===== config.mk =====
export PLATFORM = sky130hd
export DESIGN_NAME = vga_rgb_palette_pipeline
export DESIGN_NICKNAME = d
export VERILOG_FILES = /design/src/rtl/vga_palette_pkg.sv /design/src/rtl/vga_palette_ram.sv /design/src/rtl/vga_rgb_palette_pipeline.sv
export SDC_FILE = /design/constraint.sdc
export NUM_CORES = 1
export LEC_CHECK = 0
export CORE_MARGIN = 2
export CORE_UTILIZATION = 32
export CTS_CLUSTER_DIAMETER = 80
export DETAILED_ROUTE_END_ITERATION = 6
export PLACE_DENSITY = 0.83
export RECOVER_POWER = 100
export SLEW_MARGIN = 25
export SYNTH_ARGS = -nofsm -noshare
export SYNTH_HDL_FRONTEND = slang
export SYNTH_SLANG_ARGS = --single-unit

===== constraint.sdc =====
create_clock -name clock -period 1.25 [get_ports clock]
set_input_delay 0.1875 -clock clock [delete_from_list [all_inputs] [get_ports clock]]
set_output_delay 0.1875 -clock clock [all_outputs]
set_load 0.01 [all_outputs]

===== src/rtl/vga_palette_pkg.sv =====
// Shared types, widths and the MSB-first field replication helper for the VGA colour stage.
package vga_palette_pkg;

  typedef enum logic [1:0] {
    PAL_TRUE = 2'd0,
    PAL_GRAY = 2'd1,
    PAL_RAM  = 2'd2,
    PAL_RSVD = 2'd3
  } pal_mode_e;

  localparam int CHANNEL_WIDTH = 8;
  localparam int BGR_WIDTH     = 3 * CHANNEL_WIDTH;
  localparam int IDX_W         = $clog2(CHANNEL_WIDTH);

  // Widen a right-aligned field of `width` bits by repeating it MSB-first,
  // so all-ones maps to full scale and zero stays zero.
  function automatic logic [CHANNEL_WIDTH-1:0] replicate_field(
    input int                       width,
    input logic [CHANNEL_WIDTH-1:0] value
  );
    logic [CHANNEL_WIDTH-1:0] r;
    r = '0;
    for (int i = 0; i < CHANNEL_WIDTH; i++) begin
      r[IDX_W'(CHANNEL_WIDTH - 1 - i)] = value[IDX_W'(width - 1 - (i % width))];
    end
    return r;
  endfunction

endpackage


===== src/rtl/vga_palette_ram.sv =====
// Palette store: one write port, one synchronous read-first read port, no reset on contents.
module vga_palette_ram
  import vga_palette_pkg::*;
#(
  parameter int ADDR_W = 8,
  parameter int DATA_W = BGR_WIDTH
) (
  input  logic              clock,
  input  logic              wr_en,
  input  logic [ADDR_W-1:0] wr_addr,
  input  logic [DATA_W-1:0] wr_data,
  input  logic [ADDR_W-1:0] rd_addr,
  output logic [DATA_W-1:0] rd_data
);

  logic [DATA_W-1:0] mem [2**ADDR_W];
  logic [DATA_W-1:0] rd_data_q;

  // Read and write share one edge; the read sees the pre-write contents.
  always_ff @(posedge clock) begin
    if (wr_en) mem[wr_addr] <= wr_data;
    rd_data_q <= mem[rd_addr];
  end

  assign rd_data = rd_data_q;

endmodule


===== src/rtl/vga_rgb_palette_pipeline.sv =====
// Two-stage pixel-to-BGR colour mapper (true-colour, grayscale, palette) with aligned sync sideband.
// Palette RAM and mode 2 are built only when VGA_PALETTE_RAM_EN is defined.
module vga_rgb_palette_pipeline
  import vga_palette_pkg::pal_mode_e;
  import vga_palette_pkg::PAL_TRUE;
  import vga_palette_pkg::PAL_GRAY;
  import vga_palette_pkg::PAL_RAM;
  import vga_palette_pkg::replicate_field;
#(
  parameter int PIXEL_WIDTH   = 8,
  parameter int RED_BITS      = 3,
  parameter int GREEN_BITS    = 3,
  parameter int BLUE_BITS     = 2,
  parameter int CHANNEL_WIDTH = 8
) (
  input  logic                       clock,
  input  logic                       reset,
  input  logic [1:0]                 mode,
  input  logic                       in_valid,
  input  logic [PIXEL_WIDTH-1:0]     in_pixel,
  input  logic                       in_hsync,
  input  logic                       in_vsync,
  input  logic                       in_blank,
  input  logic                       wr_en,
  input  logic [PIXEL_WIDTH-1:0]     wr_addr,
  input  logic [3*CHANNEL_WIDTH-1:0] wr_data,
  output logic [3*CHANNEL_WIDTH-1:0] q,
  output logic                       out_valid,
  output logic                       out_hsync,
  output logic                       out_vsync,
  output logic                       out_blank,
  output logic [1:0]                 mode_act
);

  localparam int PW = PIXEL_WIDTH;
  localparam int CW = CHANNEL_WIDTH;
  localparam int QW = 3 * CHANNEL_WIDTH;

  pal_mode_e       mode_act_q, mode_act_d;
  logic [PW-1:0]   pix_p1_q, pix_p1_d;
  logic            vld_p1_q, vld_p1_d, hs_p1_q, hs_p1_d, vs_p1_q, vs_p1_d, blk_p1_q, blk_p1_d;
  logic [QW-1:0]   colour_p2_q, colour_p2_d;
  logic            vld_p2_q, vld_p2_d, hs_p2_q, hs_p2_d, vs_p2_q, vs_p2_d, blk_p2_q, blk_p2_d;
  logic [CW-1:0]   tc_r, tc_g, tc_b, gray;
  logic [QW-1:0]   colour;

`ifdef VGA_PALETTE_RAM_EN
  logic [QW-1:0]   ram_rd;

  vga_palette_ram #(
    .ADDR_W (PW),
    .DATA_W (QW)
  ) u_ram (
    .clock   (clock),
    .wr_en   (wr_en),
    .wr_addr (wr_addr),
    .wr_data (wr_data),
    .rd_addr (in_pixel),
    .rd_data (ram_rd)
  );
`else
  logic unused_wr;
  assign unused_wr = ^{wr_en, wr_addr, wr_data};
`endif

  always_comb begin
    // vs_p1_q doubles as the vsync history used for rising-edge detection.
    mode_act_d = mode_act_q;
    if (in_vsync && !vs_p1_q) mode_act_d = pal_mode_e'(mode);

    pix_p1_d = in_pixel;
    vld_p1_d = in_valid;
    hs_p1_d  = in_hsync;
    vs_p1_d  = in_vsync;
    blk_p1_d = in_blank;

    tc_r = replicate_field(RED_BITS,   CW'(pix_p1_q[PW-1 -: RED_BITS]));
    tc_g = replicate_field(GREEN_BITS, CW'(pix_p1_q[PW-1-RED_BITS -: GREEN_BITS]));
    tc_b = replicate_field(BLUE_BITS,  CW'(pix_p1_q[BLUE_BITS-1:0]));
    gray = replicate_field(PW,         CW'(pix_p1_q));

    case (mode_act_q)
      PAL_GRAY: colour = {gray, gray, gray};
`ifdef VGA_PALETTE_RAM_EN
      PAL_RAM:  colour = ram_rd;
`endif
      default:  colour = {tc_b, tc_g, tc_r};
    endcase

    colour_p2_d = (vld_p1_q && !blk_p1_q) ? colour : '0;
    vld_p2_d    = vld_p1_q;
    hs_p2_d     = hs_p1_q;
    vs_p2_d     = vs_p1_q;
    blk_p2_d    = blk_p1_q;
  end

  // Stage 1: pixel capture (data only, no reset needed)
  always_ff @(posedge clock) begin
    pix_p1_q <= pix_p1_d;
  end

  // Stage 1 sideband / stage 2 colour and sideband, plus mode register
  always_ff @(posedge clock or posedge reset) begin
    if (reset) begin
      mode_act_q  <= PAL_TRUE;
      vld_p1_q    <= 1'b0;
      hs_p1_q     <= 1'b0;
      vs_p1_q     <= 1'b0;
      blk_p1_q    <= 1'b0;
      colour_p2_q <= '0;
      vld_p2_q    <= 1'b0;
      hs_p2_q     <= 1'b0;
      vs_p2_q     <= 1'b0;
      blk_p2_q    <= 1'b0;
    end else begin
      mode_act_q  <= mode_act_d;
      vld_p1_q    <= vld_p1_d;
      hs_p1_q     <= hs_p1_d;
      vs_p1_q     <= vs_p1_d;
      blk_p1_q    <= blk_p1_d;
      colour_p2_q <= colour_p2_d;
      vld_p2_q    <= vld_p2_d;
      hs_p2_q     <= hs_p2_d;
      vs_p2_q     <= vs_p2_d;
      blk_p2_q    <= blk_p2_d;
    end
  end

  assign q         = colour_p2_q;
  assign out_valid = vld_p2_q;
  assign out_hsync = hs_p2_q;
  assign out_vsync = vs_p2_q;
  assign out_blank = blk_p2_q;
  assign mode_act  = mode_act_q;

endmodule


* After elaboration in Yosys (flattened, before gate mapping)
Index checks and enable logic that the tools add are counted.
** Operators by class
- Eq/ne operators :: 1
- Reduce and logical (&&, ||, !) cells :: 4
- Multiplexer cells :: 2
** Operator list (count)
- $mux 24 :: 1
- $mux 20 :: 1
- $eq 2x1->1 const B :: 1
- $logic_and 1x1->1 :: 2
- $logic_not 1->1 :: 2
** Word-level totals
- Register bits :: 42
- Output and inout port bits :: 30
- Logic and storage cells :: 18
- Input port bits :: 49

* Depth between registers and ports, before layout
Gate-level depths: netlist of the first run.
- Depth after elaboration :: 3
- Gate-level depth with buffers :: 3
- Mapped depth without buffers :: 3

* Worst setup path before layout of the first run
No wires, ideal clock.
- Path kind :: register -> register
- From :: reg vs_p1_q
- To :: reg mode_act_q[0] (netlist: mode_act[0])
- Setup time :: 0.125 ns
- Required time :: 1.125 ns
- Clock period less this slack :: 0.943 ns
- Slack :: 0.307 ns
- Arrival :: 0.818 ns
- Path buffers :: 0
- Stages on the path, launching flop included :: 3
- Cell sequence :: dfrtp_1 > nor2b_4 > mux2_2
** On the way
- Longest elaborated chain between the ends :: 2
** Ends and longest elaborated chain
- start, declared :: line vga_rgb_palette_pipeline.sv:41 : logic vld_p1_q, vld_p1_d, hs_p1_q, hs_p1_d, vs_p1_q, vs_p1_d, blk_p1_q, blk_p1_d;
- start signal, assigned :: line vga_rgb_palette_pipeline.sv:119 : vs_p1_q <= vs_p1_d;
- $logic_not 1->1 :: line vga_rgb_palette_pipeline.sv:69 : if (in_vsync && !vs_p1_q) mode_act_d = pal_mode_e'(mode);
- $logic_and 1x1->1 :: line vga_rgb_palette_pipeline.sv:69
- end signal, assigned :: line vga_rgb_palette_pipeline.sv:116 : mode_act_q <= mode_act_d;
- end, declared :: line vga_rgb_palette_pipeline.sv:39 : pal_mode_e mode_act_q, mode_act_d;
Every way passes these cells.
A chain may end at the register's enable or synchronous reset.

* Worst setup path after layout of the first run
- From :: reg vld_p2_q (netlist: out_valid)
- To :: out out_valid
** RTL lines
- start, declared :: line vga_rgb_palette_pipeline.sv:43 : logic vld_p2_q, vld_p2_d, hs_p2_q, hs_p2_d, vs_p2_q, vs_p2_d, blk_p2_q, blk_p2_d;
- start signal, assigned :: line vga_rgb_palette_pipeline.sv:122 : vld_p2_q <= vld_p2_d;
- end, declared :: line vga_rgb_palette_pipeline.sv:28 : output logic out_valid,
No word-level cell between the ends.

==> metrics.cfg, run 1 <==
[floorplanning]
rows = 20
die-area_sq_mm = 0.00355
initial_core_util_pct = 32.9
ios = 79
die_h_um = 59.6
die_x_um = 59.6
core-area_sq_mm = 0.00300

[setup_path]
crit_path_top_delay_cell = dfrtp_1
cp-end-kind = output port
start_kind = register
critPathMaxStageDelay_ns = 0.38
crit_buf_inv = 1
crit_chain = dlygate4sd2_1
crit_family = flip-flops
arrival_ns = 0.97
cp_max_fo = 1
path_class = register to output port
critPathRequiredTime_ns = 1.06

[routing]
drt-total-wl_um = 1760
ant_nets = 0
post-route-drc-count = 0
avgViaCountPerCell = 4.14
drtIter0Drc = 12
routed-via-count = 612
firstDrtPassIters = 4
post_drt_wl_per_cell_um = 11.9

[sta]
whs_ns = 0.358
finalSetupTns_ns = 0
rsz0062_at_grt = false
slew_viol_final = 0
fin_crit_ns = 1.16
fin_crit_sh_pct = 92.9
setup_viol = 0
fin_skew_ns = 0.00343
worst_slew_pin_slew_ns = 0.522
hold_viol_final = 0
timing.fmax_ghz = 0.861
max-slew-margin-rel_pct = 65.2

[cells_and_area]
drive_gt1_share_pct = 12.2
n_antenna_cell = 0
instances_no_fill = 148
final_cell_mix = dfrtp_1, dlygate4sd2_1, dlygate4sd3_1
layout_commonest_cell = dfrtp_1
syn_to_final_growth_pct = 39.4
layout.nets = 164

[grt]
grt_pass1_wl_um = 2860
antenna_found_initial = 0
grt_usage_pct = 11.8
first_global_vias = 653
grt_max_degree = 23
globalRouteOverflowTotal = 0

[power_and_ir_drop]
powerDensity_mw_per_mm2 = 1490
switching_share_pct = 21.9
pwr-share-comb_pct = 11.0
ir_worst_vdd_v = 0.000643
leakage_nw = 0.699
power.internal_mw = 1.60
seqPwrFrac_pct = 51.2
power_frac_clock_pct = 37.8
p_switching_mw = 0.449

[placement]
gp_congestion = 0.712
port-buffer-count = 33
dp_hpwl_um = 1350
placed_cells = 140

[clocking]
ctsLongestPathBuffers = 2
cts_buffers = 5
cts_hold_buf = 0
ctsRootBufferMaster = clkbuf_4
clkLatencyLatePin_ns = 0.31
cts_tree = yes
clk_pin_slew_ns = 0.09
ctsHtreeMaxLevel = 2
clock-sinks = 30

[synthesis]
seq_area_frac_synth_pct = 71.9
ys_warn_count = 0
ys_seq_elements = 30
synth-edff-count = 0
synth_cell_types = 14
async_flop_share_pct = 73.3
syn_avg_cell_area_sq_um = 13.2
ys.flop_type = dfrtp_1
synthesis.area_sq_um = 988
syn_inst = 75

[hold_path]
min_path_type = register to register

[run]
drv_cap = 0

[run_status]
status = completed

==> metrics by stage <==
step / utilization, % / setup slack, ns / power (mW) / area (sq um)
after floorplan: - / 0.307 / 1.21 / 1030
after global placement: 44.1 / -0.00855 / 1.32 / 1320
after detailed placement: 44.1 / -0.0375 / 1.33 / 1320
after CTS: 46.0 / 0.0126 / 2.08 / 1380
after global routing: 45.9 / 0.0257 / 2.14 / 1380
final: 45.9 / 0.0886 / 2.05 / 1380
==> metal layers <==
metal / track usage, % / vias to the layer above / share of wire, %
met5: 0 / - / 0
met4: 4.76 / 0 / 0.57
met3: 5.90 / 2 / 7.9
met2: 22.4 / 28 / 57
met1: 10.3 / 293 / 35
li1: - / 289 / -
==> cell type report <==
cell class	instances	area [sq um]
inverters	1	3.75
flip-flops and latches	30	711
clock inverters	1	30.0
multi-input cells	42	218
well taps	33	41.3
repair buffers	35	323
clock buffers	6	51.3
fillers	281	1630
==> logic make-up after synthesis <==
group                  count (synthesis)  share of synthesized area [%]
and+or+nand+nor                       20                           11.1
DFF                                   30                           71.9
AOI/OAI and AO/OA                      8                           4.05
other                                  1                          0.379
buffers and inverters                 14                           10.3
muxes                                  2                           2.28
==> state kept, by name, indices dropped and copies added, names as in the netlist <==
register,count
blk_p1_q,1
q,12
hs_p1_q,1
vs_p1_q,1
out_valid,1
out_vsync,1
out_hsync,1
out_blank,1
mode_act,2
vld_p1_q,1
pix_p1_q,8
==> synthesized netlist by cell type (2+ instances only) <==
cell type  instances  share of area (%)
buf_4             13                9.9
nand2_1           11                4.2
mux2_2             2                2.3
and2_1             4                2.5
dfxtp_1            8                 16
dfrtp_1           22                 56
a21oi_1            8                4.1
==> what timing repair did <==
action,CTS,global route
gates resized for setup,18,2
buffers inserted,0,1
gates cloned,0,0
setup endpoints to repair,18,2
==> power by group through the flow <==
stage / logic [mW] / clock network [mW] / registers [mW]
after detailed placement: 0.258 / 0 / 1.07
after CTS: 0.233 / 0.795 / 1.05
final: 0.224 / 0.774 / 1.05
after global placement: 0.248 / 0 / 1.07
after global routing: 0.247 / 0.836 / 1.06
after floorplan: 0.120 / 0 / 1.08
==> path summary, 6_finish.rpt <==
check	endpoint	slack (ns)	cells past startpoint	start
max in group asynchronous	mode_act[0]$_DFFE_PP0P_	0.48	3	reset
worst min-delay path	out_hsync$_DFF_PP0_	0.36	0	hs_p1_q$_DFF_PP0_
min in group asynchronous	hs_p1_q$_DFF_PP0_	0.42	3	reset
worst max register to register	q[0]$_DFF_PP0_	0.22	4	mode_act[0]$_DFFE_PP0P_
worst min register to register	out_hsync$_DFF_PP0_	0.36	0	hs_p1_q$_DFF_PP0_
worst max-delay path	out_valid	0.09	1	out_valid$_DFF_PP0_
Note: power is estimated with default switching activity, not from simulation.
==> run 2, diff against run 1 <==
--- a/config.mk
+++ b/config.mk
@@ -11,6 +11,7 @@
 export DETAILED_ROUTE_END_ITERATION = 6
 export PLACE_DENSITY = 0.83
 export RECOVER_POWER = 100
+export REMOVE_ABC_BUFFERS = 1
 export SLEW_MARGIN = 25
 export SYNTH_ARGS = -nofsm -noshare
 export SYNTH_HDL_FRONTEND = slang
==> run 2 against run 1 <==
Against the previous run:
- routed wire length is 9.3% lower
- critical path type unchanged
- largest cell class unchanged
- global-route usage is 1.0 points lower
- largest power group unchanged
- highest routed layer unchanged
- maximum frequency is 0.69% lower
==> metrics.cfg, run 2 (synthesis results as in run 1) <==
[run_status]
status = completed

[floorplanning]
rows = 20  ; unchanged
die-area_sq_mm = 0.00355  ; unchanged
die_x_um = 59.6  ; unchanged
core-area_sq_mm = 0.00300  ; unchanged
die_h_um = 59.6  ; unchanged
ios = 79  ; unchanged
initial_core_util_pct = 32.9  ; unchanged

[routing]
avgViaCountPerCell = 4.08  ; -1.3%
drtIter0Drc = 1  ; -11
drt-total-wl_um = 1600  ; -9.3%
ant_nets = 0  ; unchanged
post_drt_wl_per_cell_um = 10.6  ; -11%
firstDrtPassIters = 4  ; unchanged
routed-via-count = 612  ; unchanged
post-route-drc-count = 0  ; unchanged

[setup_path]
critPathRequiredTime_ns = 1.06  ; about the same
crit_family = flip-flops
start_kind = register
crit_chain = dlygate4sd2_1
cp_max_fo = 2  ; +1
critPathMaxStageDelay_ns = 0.39  ; about the same
crit_buf_inv = 1  ; unchanged
cp-end-kind = output port
arrival_ns = 0.98  ; about the same
crit_path_top_delay_cell = dfrtp_1
path_class = register to output port

[grt]
globalRouteOverflowTotal = 0  ; unchanged
grt_pass1_wl_um = 2540  ; -11%
grt_max_degree = 23  ; unchanged
first_global_vias = 572  ; -12%
grt_usage_pct = 10.8  ; -1.0 points
antenna_found_initial = 0  ; unchanged

[sta]
fin_crit_ns = 1.17  ; +0.00802 ns
hold_viol_final = 0  ; unchanged
fin_crit_sh_pct = 93.6  ; +0.64 points
finalSetupTns_ns = 0  ; unchanged
setup_viol = 0  ; unchanged
worst_slew_pin_slew_ns = 0.506  ; -0.0159 ns
max-slew-margin-rel_pct = 66.3  ; +1.1 points
fin_skew_ns = 0.0103  ; +0.00686 ns
rsz0062_at_grt = false
timing.fmax_ghz = 0.855  ; -0.69%
timing.final.ws_setup_ns = 0.0806  ; -0.00802 ns
slew_viol_final = 0  ; unchanged

[power_and_ir_drop]
ir_worst_vdd_v = 0.000593  ; -7.8%
leakage_nw = 0.696  ; -0.45%
powerDensity_mw_per_mm2 = 1350  ; -9.2%
total_power_mw = 1.84  ; -10%

[cells_and_area]
drive_gt1_share_pct = 12.0  ; -0.21 points
largest_register_ffs = 12  ; unchanged
layout.nets = 165  ; +0.61%
n_antenna_cell = 0  ; unchanged
syn_to_final_growth_pct = 37.7
fin_util_pct = 45.3  ; -0.54 points
layout_commonest_cell = dfrtp_1
final_cell_mix = dfrtp_1, dlygate4sd2_1, dlygate4sd3_1

[clocking]
clock-sinks = 30  ; unchanged
clk_pin_slew_ns = 0.08  ; about the same
cts_tree = yes
clkLatencyLatePin_ns = 0.32  ; about the same
cts_hold_buf = 0  ; unchanged
cts_buffers = 5  ; unchanged
ctsHtreeMaxLevel = 2  ; unchanged
ctsLongestPathBuffers = 2  ; unchanged
ctsRootBufferMaster = clkbuf_4

[placement]
gp_congestion = 0.733  ; +2.8%
port-buffer-count = 33  ; unchanged
dp_slack_ns = -0.0263  ; +0.0112 ns
dp_hpwl_um = 1270  ; -6.1%

[run]
drv_cap = 0  ; unchanged

[hold_path]
min_path_type = register to register

run 2: worst paths after layout:
check                                             start  slack (ns)                  end  cells after the start
worst min-delay path                  hs_p1_q$_DFF_PP0_        0.36  out_hsync$_DFF_PP0_                      0
worst max register to register  mode_act[1]$_DFFE_PP0P_        0.14      q[18]$_DFF_PP0_                      4
max in group asynchronous                         reset        0.49       q[9]$_DFF_PP0_                      3
worst max-delay path            mode_act[0]$_DFFE_PP0P_        0.08          mode_act[0]                      1
worst min register to register        hs_p1_q$_DFF_PP0_        0.36  out_hsync$_DFF_PP0_                      0
min in group asynchronous                         reset        0.41  out_valid$_DFF_PP0_                      3
run 2: what timing repair did:
action                     in CTS  in global routing
gates resized for setup        18                  1
setup endpoints to repair      18                  1
gates cloned                    0                  0
buffers inserted                1                  1
run 2: power breakdown:
part	switching [mW]	internal, mW
clock	0.293	0.272
combinational	0.114	0.113
sequential	0.0224	1.02
run 2: per-stage QoR:
stage | area [sq um] | cells | hold WS, ns
floorplan | 932 | 73 | 0.177
global placement | 1320 | 140 | 0.335
detailed placement | 1320 | 140 | 0.337
CTS | 1370 | 149 | 0.162
global route | 1360 | 150 | 0.374
finish | 1360 | 150 | 0.358
run 2: layout make-up:
cell class                 count  area (sq um)
inverter                       1          3.75
sequential                    30           711
clock inverter                 1          5.00
tap                           33          41.3
clock buffer                   7          55.1
multi-input combinational     42           216
timing repair buffer          36           329
fill                         294          1640
run 2: worst register-to-register path: cells and delay by family (launching register included):
family | cells | cell delay, ns
AO/OA/AOI/OAI | 1 | 0.16
flip-flops | 1 | 0.40
AND/OR/NAND/NOR | 2 | 0.34
buffers and inverters | 1 | 0.14
run 2: layer usage:
metal / global-route usage, % / vias up / wire length, um / share of wire, %
met5: 0 / - / 0 / 0
met4: 4.76 / 0 / 27 / 1.7
met3: 7.21 / 4 / 180 / 11
met2: 19.3 / 33 / 899 / 56
met1: 9.09 / 283 / 489 / 31
li1: - / 292 / - / -
==> run 3, diff against run 2 <==
==> constraint.sdc (replaced) <==
create_clock -name clock -period 1.25 [get_ports clock]
set_input_delay 0.1875 -clock clock [delete_from_list [all_inputs] [get_ports clock]]
set_output_delay 0.1875 -clock clock [all_outputs]
set_load 0.02 [all_outputs]
==> run 3 against run 2 <==
Against the previous run:
- critical path depth unchanged
- total power rose by 3.4%
- clock skew shrank 0.0073 ns
- global-route usage grew 0.15 points
- sequential cell count is the same
- first-iteration DRC count grew 100%
- combinational power increased by 13%
- non-clock buffer count is 1 lower
- sequential share of layout area increased by 0.48 points
- clock-buffer cell count down 1
- hold slack better by 0.0029 ns
- routed wire length is 0.69% higher
- critical path type unchanged
- largest cell class unchanged
==> metrics.cfg, run 3 (synthesis results as in run 1) <==
[sta]
worst_slew_pin_slew_ns = 0.522  ; +0.0165 ns
fin_crit_sh_pct = 95.7  ; +2.1 points
hold_viol_final = 0  ; unchanged
finalSetupTns_ns = 0  ; unchanged
slew_viol_final = 0  ; unchanged
setup_viol = 0  ; unchanged
rsz0062_at_grt = false
timing.fmax_ghz = 0.836  ; -2.2%
timing.final.ws_setup_ns = 0.0541  ; -0.0265 ns
fin_skew_ns = 0.00297  ; -0.00732 ns
max-slew-margin-rel_pct = 65.2  ; -1.1 points
fin_crit_ns = 1.20  ; +0.0265 ns

[clocking]
ctsLongestPathBuffers = 2  ; unchanged
cts_hold_buf = 0  ; unchanged
clkLatencyLatePin_ns = 0.32  ; about the same
clock-sinks = 30  ; unchanged
ctsRootBufferMaster = clkbuf_4
cts_tree = yes
postCtsSetupRepairBufs = 0  ; -1
ctsHtreeMaxLevel = 2  ; unchanged
clk_pin_slew_ns = 0.09  ; about the same
cts_buffers = 5  ; unchanged

[grt]
grt_pass1_wl_um = 2570  ; +1.1%
globalRouteOverflowTotal = 0  ; unchanged
antenna_found_initial = 0  ; unchanged
first_global_vias = 572  ; unchanged
grt_max_degree = 23  ; unchanged
grt_usage_pct = 10.9  ; +0.15 points

[power_and_ir_drop]
power.internal_mw = 1.39  ; -1.1%
powerDensity_mw_per_mm2 = 1410  ; +4.4%
p_switching_mw = 0.507  ; +18%
switching_share_pct = 26.7  ; +3.3 points
leakage_nw = 0.665  ; -4.4%
ir_worst_vdd_v = 0.000562  ; -5.2%
power_frac_clock_pct = 31.5  ; +0.7 points
seqPwrFrac_pct = 55.0  ; -1.9 points
total_power_mw = 1.90  ; +3.4%
pwr-share-comb_pct = 13.5  ; +1.1 points

[hold_path]
min_path_type = register to register

[placement]
place_area_sq_mm = 0.00133  ; +0.57%
dp_slack_ns = -0.0176  ; +0.00868 ns
gp_congestion = 0.732  ; -0.12%
port-buffer-count = 33  ; unchanged
dp_hpwl_um = 1250  ; -1.5%

[cells_and_area]
fin_util_pct = 44.9  ; -0.42 points
layout_commonest_cell = dfrtp_1
final_cell_area_sq_mm = 0.00135  ; -0.92%
drive_gt1_share_pct = 11.2  ; -0.76 points
fillCellCount = 293  ; -0.34%
syn_to_final_growth_pct = 36.5
layout.nets = 164  ; -0.61%
final_cell_mix = dfrtp_1, dlygate4sd3_1, conb_1
n_antenna_cell = 0  ; unchanged
largest_register_ffs = 12  ; unchanged

[floorplanning]
die_h_um = 59.6  ; unchanged
initial_core_util_pct = 32.9  ; unchanged
die-area_sq_mm = 0.00355  ; unchanged
core-area_sq_mm = 0.00300  ; unchanged
die_x_um = 59.6  ; unchanged
ios = 79  ; unchanged
rows = 20  ; unchanged

[setup_path]
cp-end-kind = output port
path_class = register to output port
critPathRequiredTime_ns = 1.06  ; about the same
crit_chain = dlygate4sd2_1
crit_family = flip-flops
crit_buf_inv = 1  ; unchanged
critPathMaxStageDelay_ns = 0.37  ; -0.02 ns
start_kind = register
arrival_ns = 1.01  ; +0.03 ns
cp_max_fo = 1  ; -1
crit_path_top_delay_cell = dfrtp_1

[routing]
firstDrtPassIters = 4  ; unchanged
avgViaCountPerCell = 4.03  ; -1.1%
drt-total-wl_um = 1610  ; +0.69%
ant_nets = 0  ; unchanged
post_drt_wl_per_cell_um = 10.8  ; +1.4%
routed-via-count = 601  ; -1.8%
post-route-drc-count = 0  ; unchanged
drtIter0Drc = 2  ; +1

[run_status]
status = completed

[run]
drv_cap = 0  ; unchanged

-- run 3: cell count changes in the layout (fill, tap and decap cells not counted), sizes merged --
cell | before | now
clkbuf | 9 | 10
dlygate4sd2 | 17 | 11
clkinvlp | 0 | 1
clkdlybuf4s15 | 1 | 5
buf | 1 | 0
-- run 3: power groups by stage --
stage          registers [mW]  clock network (mW)  logic, mW
2_1_floorplan            1.11                   0      0.105
3_3_place_gp             1.06                   0      0.302
3_5_place_dp             1.07                   0      0.310
4_1_cts                  1.05               0.625      0.286
5_1_grt                  1.05               0.667      0.281
6_report                 1.05               0.598      0.256
-- run 3: stage by stage --
step                      hold slack [ns]  instances
after floorplan                     0.177         73
after global routing                0.370        149
final                               0.361        149
after global placement              0.335        141
after CTS                           0.152        149
after detailed placement            0.337        141
-- run 3: final timing paths --
check / from / end / slack (ns) / depth (start not counted)
worst min register to register: hs_p1_q$_DFF_PP0_ / out_hsync$_DFF_PP0_ / 0.36 / 0
worst min-delay path: hs_p1_q$_DFF_PP0_ / out_hsync$_DFF_PP0_ / 0.36 / 0
max in group asynchronous: reset / q[1]$_DFF_PP0_ / 0.50 / 3
worst max register to register: mode_act[0]$_DFFE_PP0P_ / q[18]$_DFF_PP0_ / 0.22 / 4
min in group asynchronous: reset / out_hsync$_DFF_PP0_ / 0.40 / 3
worst max-delay path: q[10]$_DFF_PP0_ / q[10] / 0.05 / 1
-- run 3: timing repair --
item | CTS | global route
setup endpoints to repair | 18 | 7
pin swaps | 0 | 0
resized for setup | 20 | 7
-- run 3: final cells by class --
cell class | count | area, sq um | area share, %
tap | 33 | 41.3 | 3.06
sequential | 30 | 711 | 52.7
multi-input combinational | 42 | 216 | 16.0
inverter | 1 | 3.75 | 0.278
timing repair buffer | 35 | 313 | 23.2
clock buffer | 6 | 51.3 | 3.80
clock inverter | 2 | 12.5 | 0.928
-- run 3: routing by layer --
layer / wire, um / global-route usage (%) / vias up
met5: 0 / 0 / -
met4: 24 / 6.67 / 0
met3: 148 / 6.99 / 4
met2: 881 / 19.0 / 30
met1: 551 / 9.12 / 278
li1: - / - / 289
